## config.mk

```make
export PLATFORM = sky130hd
export DESIGN_NAME = mem_ctrl_burst
export DESIGN_NICKNAME = d
export VERILOG_FILES = /design/src/rtl/mem_ctrl_burst.sv
export SDC_FILE = /design/constraint.sdc
export NUM_CORES = 1
export LEC_CHECK = 0
export ABC_CLOCK_PERIOD_IN_PS = 1680
export BUFFER_PORTS_ARGS = -buffer_cell sky130_fd_sc_hd__buf_4
export CAP_MARGIN = 15
export CORE_MARGIN = 8
export CORE_UTILIZATION = 54
export CTS_CLUSTER_DIAMETER = 80
export DETAILED_ROUTE_END_ITERATION = 10
export GPL_ROUTABILITY_DRIVEN = 0
export GPL_TIMING_DRIVEN = 0
export PLACE_DENSITY = 0.77
export SETUP_SLACK_MARGIN = 0.2
export SLEW_MARGIN = 5
export SYNTH_ARGS = -nofsm -noshare
export SYNTH_HDL_FRONTEND = slang
export SYNTH_SLANG_ARGS = --single-unit
```

## constraint.sdc

```tcl
create_clock -name clk -period 1.68 [get_ports clk]
set_input_delay 0.168 -clock clk [delete_from_list [all_inputs] [get_ports clk]]
set_output_delay 0.168 -clock clk [all_outputs]
set_load 0.005 [all_outputs]
```

## src/rtl/mem_ctrl_burst.sv

```systemverilog
// Burst memory controller: 2**ADDR_W x DATA_W on-chip RAM behind a request/ready
// handshake, with flow-controlled write beats and a one-cycle-latency read stream.
module mem_ctrl_burst #(
  parameter int DATA_W         = 8,
  parameter int ADDR_W         = 3,
  parameter int LEN_W          = 3,
  parameter bit CLEAR_ON_RESET = 1'b1
) (
  input  logic              clk,
  input  logic              reset,
  input  logic              req_valid,
  output logic              req_ready,
  input  logic              req_we,
  input  logic [ADDR_W-1:0] req_addr,
  input  logic [LEN_W-1:0]  req_len,
  input  logic              wr_valid,
  output logic              wr_ready,
  input  logic [DATA_W-1:0] wr_data,
  output logic              rd_valid,
  output logic              rd_last,
  output logic [DATA_W-1:0] rd_data,
  output logic              busy
);

  localparam int unsigned DEPTH = 2 ** ADDR_W;

  typedef enum logic [1:0] {IDLE, WRITE, READ} state_t;

  state_t              state;
  logic [ADDR_W-1:0]   ptr;
  logic [LEN_W:0]      remaining;
  logic [DATA_W-1:0]   mem [DEPTH];
  logic                wr_fire;
  logic                last_beat;

  always_comb begin
    wr_fire   = (state == WRITE) && wr_valid;
    last_beat = (remaining == (LEN_W+1)'(1));
  end

  always_ff @(posedge clk) begin
    if (reset) begin
      if (CLEAR_ON_RESET) begin
        for (int unsigned i = 0; i < DEPTH; i++) mem[ADDR_W'(i)] <= '0;
      end
    end else if (wr_fire) begin
      mem[ptr] <= wr_data;
    end
  end

  // Handshake flags are registered alongside state, so req_ready rises the
  // cycle after reset releases and in the first IDLE cycle after a burst.
  always_ff @(posedge clk) begin
    if (reset) begin
      state     <= IDLE;
      ptr       <= '0;
      remaining <= '0;
      req_ready <= 1'b0;
      wr_ready  <= 1'b0;
      rd_valid  <= 1'b0;
      rd_last   <= 1'b0;
      rd_data   <= '0;
      busy      <= 1'b0;
    end else begin
      rd_valid <= 1'b0;
      rd_last  <= 1'b0;
      case (state)
        IDLE: begin
          if (req_valid && req_ready) begin
            ptr       <= req_addr;
            remaining <= {1'b0, req_len} + 1'b1;
            req_ready <= 1'b0;
            busy      <= 1'b1;
            if (req_we) begin
              state    <= WRITE;
              wr_ready <= 1'b1;
            end else begin
              state <= READ;
            end
          end else begin
            req_ready <= 1'b1;
          end
        end
        WRITE: begin
          if (wr_valid) begin
            ptr       <= ptr + 1'b1;
            remaining <= remaining - 1'b1;
            if (last_beat) begin
              state     <= IDLE;
              wr_ready  <= 1'b0;
              busy      <= 1'b0;
              req_ready <= 1'b1;
            end
          end
        end
        READ: begin
          rd_data   <= mem[ptr];
          rd_valid  <= 1'b1;
          rd_last   <= last_beat;
          ptr       <= ptr + 1'b1;
          remaining <= remaining - 1'b1;
          if (last_beat) begin
            state     <= IDLE;
            busy      <= 1'b0;
            req_ready <= 1'b1;
          end
        end
        default: state <= IDLE;
      endcase
    end
  end

endmodule
```

==> results.py, run 1 <==
metrics = {
    "run_status": {
        "status": "complete, but fails checks",
        "violations": "setup timing",
    },
    "hold_path": {
        "worstHoldPathType": "input pin to flip-flop",
    },
    "yosys": {
        "synth_warnings": 0,
        "synth_top_cell_by_area": "edfxtp_1",
        "yosysTopAreaCellShare_pct": 47.0,
        "synth_area_sq_mm": 0.00409,
        "seq_area_frac_synth_pct": 57.7,
        "synthTopCellsByArea": "edfxtp_1 47%, dfxtp_1 11%, and2_1 9.9%, mux4_2 4.4%, mux2i_1 2.7%",
        "syn-instance-count": 327,
        "avgSynthCellArea_sq_um": 12.5,
        "syn-num-nets": 354,
        "ys_types": 49,
        "synth_edf_count": 64,
        "ys_ff_latch": 86,
        "async_flop_share_pct": 0,
        "synth_ff_type": "edfxtp_1",
    },
    "timing": {
        "rsz0062_at_grt": "true",
        "worst_pin_slew_ns": 0.669,
        "period_minus_slack_ns": 1.72,
        "drv_slew": 0,
        "setup_violations": 16,
        "final_hold_viol_count": 0,
        "fin_hold_ws_ns": 0.0167,
        "timing.fmax_mhz": 582,
        "setup_ws_ns": -0.0376,
        "period_share_pct": 102,
        "fin_worst_skew_ns": 0.0125,
        "slew_headroom_pct": 55.4,
    },
    "worst_setup_path": {
        "cp.required_ns": 1.92,
        "crit_family": "simple AND/OR/NAND/NOR gates",
        "crit_slowest_cell": "or3_4",
        "crit_type": "flip-flop to flip-flop",
        "cp_max_fo": 8,
        "cpPeakStageDelay_ns": 0.41,
        "start_kind": "flip-flop",
        "end_kind": "flip-flop",
        "arrival_ns": 1.96,
        "path_cells": "inv_2 -> ha_4 -> nand2_2 -> or3_4 -> nor3_4 -> buf_4 -> buf_6 -> and2_4",
        "critPathBufInv": 3,
    },
    "drt": {
        "drtIter0Drc": 163,
        "wl_per_cell_um": 21.4,
        "drt-total-wl_um": 10900,
        "dr.pass1.iters": 5,
        "route.detailed.drc": 0,
        "postRouteAntennaNets": 0,
        "vias_per_cell": 5.84,
        "vias": 2960,
    },
    "run": {
        "maxCapViolCount": 0,
    },
    "cts": {
        "cts_buffer_depth": 2,
        "cts_root_buffer": "clkbuf_8",
        "cts.sinks": 86,
        "cts_tree": "yes",
        "clk_latency_ns": 0.37,
        "cts_made_buffers": 9,
        "htreeDepth": 3,
        "cts.clk_slew.worst_paths_ns": 0.10,
        "cts_hold_buf": 0,
    },
    "power": {
        "pwr_density_cell_mw_per_mm2": 1520,
        "p_leak_nw": 2.08,
        "max-vdd-ir-drop_v": 0.000629,
    },
    "placed_design": {
        "placed_area_sq_mm": 0.00450,
        "dp_hpwl_um": 6330,
        "port_buffers": 31,
        "dp_slack_ns": -0.375,
    },
    "grt": {
        "grt-ovfl-total": 0,
        "grtUsageTotal_pct": 19.3,
        "grt_pass1_wl_um": 15100,
        "antenna_found_initial": 0,
        "grt_pass1_vias": 2950,
        "grt_max_degree": 17,
    },
    "floorplan": {
        "die_x_um": 103,
        "core_area_sq_mm": 0.00729,
        "fp.dieH_um": 103,
        "num_rows": 31,
        "fp.dieArea_sq_mm": 0.0106,
        "start_util_pct": 56.1,
        "io_pins": 32,
    },
    "final_layout": {
        "final_nets": 430,
        "drive_gt1_share_pct": 56.6,
        "seqCellArea_sq_mm": 0.00237,
        "antenna_cells": 0,
        "synthToLayoutAreaGrowth_pct": 35.6,
        "final_cell_area_sq_mm": 0.00555,
        "multi_input_area_sq_mm": 0.00209,
        "nFillCells": 445,
    },
}
==> synthesized netlist by cell type (6+ instances only) <==
master and instances:
nor2b_1 7, mux2i_1 11, edfxtp_1 64, mux4_2 8, nor3_1 10, a21oi_1 7
and2_1 65, or2_2 8, buf_2 6, nand2_1 8, nand2b_1 10, inv_1 7
dfxtp_1 22, ha_1 8, nor2_1 20
==> layer usage <==
| layer | GRT usage [%] | vias to the layer above | wire [um] |
|---|---|---|---|
| met5 | 0 | - | 0 |
| li1 | - | 1341 | - |
| met2 | 33.2 | 94 | 5670 |
| met4 | 5.56 | 0 | 216 |
| met1 | 22.7 | 1501 | 4270 |
| met3 | 5.94 | 24 | 711 |
==> worst register-to-register path, stage by stage, from the launching register on <==
cell,delay (ns)
dfxtp_2,0.33
inv_2,0.07
ha_4,0.14
nand2_2,0.05
or3_4,0.41
nor3_4,0.21
buf_4,0.14
buf_6,0.12
and2_4,0.14
==> power breakdown <==
group          leakage [nW]  internal (mW)  total, mW  switching, mW
sequential            0.844           2.59       2.79          0.201
combinational          1.13           1.99       4.11           2.12
clock                 0.102          0.705       1.51          0.803
total                  2.08           5.29       8.41           3.12
==> cell families after synthesis <==
family | share of synthesized area [%]
AO/OA/AOI/OAI | 7.86
XOR/XNOR | 0.214
adder cells (fa/ha/maj) | 2.45
buffers and inverters | 2.57
flip-flops | 57.7
multiplexers | 7.65
AND/OR/NAND/NOR | 21.5
==> state kept, by name (all words and copies together), names as in the netlist <==
register and cells:
rd_data 8, req_ready 1, ptr 3, rd_valid 1, remaining 4, rd_last 1
wr_ready 1, mem 64, busy 1, state 2
==> cell usage in the layout (no fill, tap or decap), types with 4 or more instances in the layout <==
master	instances
buf_6	24
nor2_2	4
inv_1	4
nor3_1	7
and2_1	10
edfxtp_1	64
dfxtp_1	16
buf_4	46
nor2_4	6
mux4_2	8
dfxtp_2	4
nor2b_1	7
and2_4	55
nor2_1	14
nand2b_1	9
or2_4	8
clkbuf_8	9
a211oi_2	5
nand2_1	7
ha_4	4
mux2i_1	8
a21oi_1	4
==> cell type report <==
cell class | instances | area share, %
clock inverter | 7 | 1.44
sequential | 86 | 42.8
multi-input combinational | 220 | 37.7
clock buffer | 9 | 2.23
tap | 99 | 2.23
timing repair buffer | 65 | 10.6
inverter | 7 | 0.474
buffer | 14 | 2.59
==> metrics by stage <==
step | utilization [%] | power, mW | instances | TNS, ns
2_1_floorplan | - | 4.66 | 327 | 0
3_3_place_gp | 61.7 | 5.33 | 457 | -10.90
3_5_place_dp | 61.7 | 5.43 | 457 | -14.11
4_1_cts | 70.6 | 7.66 | 500 | 0
5_1_grt | 76.1 | 8.76 | 507 | -1.45
6_report | 76.1 | 8.41 | 507 | -0.488
==> worst paths after layout <==
kind,from,endpoint,slack (ns),cells after the start
worst min register to register,rd_data[6]$_SDFFE_PP0N_,rd_data[6]$_SDFFE_PP0N_,0.50,2
worst min-delay path,reset,rd_valid$_SDFF_PP0_,0.02,2
worst max register to register,state[1]$_SDFFE_PP0P_,mem[0][0]$_SDFFCE_PN0P_,-0.04,8
worst max-delay path,state[1]$_SDFFE_PP0P_,mem[0][0]$_SDFFCE_PN0P_,-0.04,8
==> timing repair <==
action | in CTS | in global routing
setup endpoints to repair | 148 | 140
cloned | 1 | 1
pin swaps | 38 | 57
setup buffers | 26 | 6
gates resized for setup | 59 | 100
hold endpoints to repair | 0 | 0
Note: power is estimated with default switching activity, not from simulation.
==> run 2, diff against run 1 <==
- ABC_CLOCK_PERIOD_IN_PS: 1680 -> 1800
- CORE_MARGIN: 8 -> default
- CORE_UTILIZATION: 54 -> 60
- PLACE_DENSITY: 0.77 -> 0.81
- clock period: 1.68 -> 1.8 ns (I/O delays scaled with it)
==> results.py, run 2 (synthesis results as in run 1) <==
metrics = {
    "run_status": {
        "status": "complete, but fails checks",
        "violations": "DRC",
    },
    "drt": {
        "drtIter0Drc": 201,
        "vias_per_cell": 6.12,
        "drt-total-wl_um": 9500,
        "wl_per_cell_um": 20.2,
        "vias": 2876,
        "route.detailed.drc": 3,
        "postRouteAntennaNets": 0,
        "dr.pass1.iters": 10,
    },
    "timing": {
        "worst_pin_slew_ns": 0.584,
        "fin_worst_skew_ns": 0.0187,
        "fin_hold_ws_ns": 0.0387,
        "timing.fmax_mhz": 583,
        "slew_headroom_pct": 61.1,
        "drv_slew": 0,
        "period_minus_slack_ns": 1.71,
        "final_hold_viol_count": 0,
        "period_share_pct": 95.2,
        "setup_violations": 0,
        "rsz0062_at_grt": "true",
    },
    "hold_path": {
        "worstHoldPathType": "input pin to flip-flop",
        "hold_depth": 2,
        "worstHoldStart": "reset",
        "hold-path-endpoint": "rd_valid$_SDFF_PP0_",
    },
    "worst_setup_path": {
        "cp_max_fo": 4,
        "start_kind": "flip-flop",
        "arrival_ns": 1.99,
        "worst-r2r-cell-count": 8,
        "r2r_end": "req_ready$_SDFFE_PP0P_",
        "end_kind": "flip-flop",
        "crit_type": "flip-flop to flip-flop",
        "ff2ff_setup_slack_ns": 0.09,
        "cp.required_ns": 2.08,
        "r2r-start": "remaining[1]$_SDFFE_PP0P_",
    },
    "power": {
        "p_leak_nw": 1.88,
        "power_mw": 7.22,
        "max-vdd-ir-drop_v": 0.000916,
        "pwr_density_cell_mw_per_mm2": 1440,
    },
    "final_layout": {
        "antenna_cells": 0,
        "largest_reg_flops": 64,
        "drive_gt1_share_pct": 34.1,
        "final_cell_area_sq_mm": 0.00501,
        "layout_common_cells": "64 x and2_1, 64 x edfxtp_1, 49 x buf_4",
        "synthToLayoutAreaGrowth_pct": 22.4,
        "final_nets": 415,
        "top_regs": "mem: 64 flops, rd_data: 8 flops, remaining: 4 flops",
        "regMostFlops": "mem",
    },
    "grt": {
        "grt-ovfl-total": 0,
        "grt_max_degree": 16,
        "grt_pass1_vias": 2768,
        "antenna_found_initial": 0,
        "grt_pass1_wl_um": 14400,
        "grtUsageTotal_pct": 27.7,
    },
    "cts": {
        "cts_hold_buf": 0,
        "cts.clk_slew.worst_paths_ns": 0.09,
        "cts.sinks": 86,
        "cts_root_buffer": "clkbuf_8",
        "cts_tree": "yes",
        "clk_latency_ns": 0.37,
        "htreeDepth": 3,
        "cts_made_buffers": 9,
        "cts_buffer_depth": 2,
    },
    "floorplan": {
        "fp.dieH_um": 84.6,
        "io_pins": 32,
        "core_area_sq_mm": 0.00646,
        "num_rows": 29,
        "die_x_um": 84.6,
        "start_util_pct": 63.3,
        "fp.dieArea_sq_mm": 0.00715,
    },
    "placed_design": {
        "port_buffers": 31,
        "dp_hpwl_um": 5940,
        "placed_area_sq_mm": 0.00444,
    },
    "run": {
        "maxCapViolCount": 0,
    },
}
## run 2: changes by cell type in the layout (fill, tap and decap cells not counted), moves of 4 or more
cell,previous run,this run
and2_4,55,1
nor2_2,4,0
and2_1,10,64
nor2_1,14,18
buf_6,24,7
## run 2: repair_timing
action | 4_1_cts | 5_1_grt
endpoints found under the setup margin | 129 | 85
gates cloned | 1 | 0
buffers inserted | 13 | 5
pin swaps | 10 | 10
resized for setup | 33 | 23
## run 2: worst max-delay path: stages, from the launching register on
cell	delay (ns)
dfxtp_2	0.33
inv_2	0.05
ha_1	0.12
or3b_4	0.41
buf_4	0.15
buf_6	0.11
a211oi_2	0.22
nor2_1	0.07
nor3_1	0.17
## run 2: worst max-delay path by stage
stage                                          from                 endpoint
after floorplan               state[1]$_SDFFE_PP0P_  mem[0][0]$_SDFFCE_PN0P_
after global placement          ptr[0]$_SDFFE_PP0P_  mem[7][3]$_SDFFCE_PN0P_
after detailed placement        ptr[1]$_SDFFE_PP0P_  mem[2][5]$_SDFFCE_PN0P_
after CTS                     state[1]$_SDFFE_PP0P_  mem[0][3]$_SDFFCE_PN0P_
after global routing      remaining[1]$_SDFFE_PP0P_   req_ready$_SDFFE_PP0P_
final                     remaining[1]$_SDFFE_PP0P_   req_ready$_SDFFE_PP0P_
## run 2: layout make-up
| type | instances | area, sq um |
|---|---|---|
| Tap cell | 77 | 96.3 |
| Multi-Input combinational cell | 220 | 1790 |
| Clock buffer | 11 | 131 |
| Fill cell | 387 | 1450 |
| Inverter | 7 | 26.3 |
| Clock inverter | 5 | 85.1 |
| Buffer | 14 | 123 |
| Timing Repair Buffer | 50 | 380 |
| Sequential cell | 86 | 2370 |
## run 2: per-layer routing
metal | GRT usage, % | part of all wire [%]
met1 | 35.7 | 40
met2 | 45.7 | 50
met3 | 4.92 | 6.6
met4 | 13.4 | 3.2
met5 | 0 | 0
## run 2: power by group
part           leakage (nW)  internal [mW]  switching (mW)
sequential            0.844           2.41           0.181
clock                 0.104          0.788           0.708
combinational         0.931           1.48            1.65
## run 2: per-stage QoR
| stage | util [%] | std cells | worst slack [ns] | TNS [ns] |
|---|---|---|---|---|
| after floorplan | - | 327 | 0.151 | 0 |
| after global placement | 68.7 | 435 | -0.205 | -8.11 |
| after detailed placement | 68.7 | 435 | -0.260 | -10.12 |
| after CTS | 75.3 | 465 | 0.104 | 0 |
| after global routing | 77.5 | 470 | 0.0363 | 0 |
| final | 77.5 | 470 | 0.0861 | 0 |
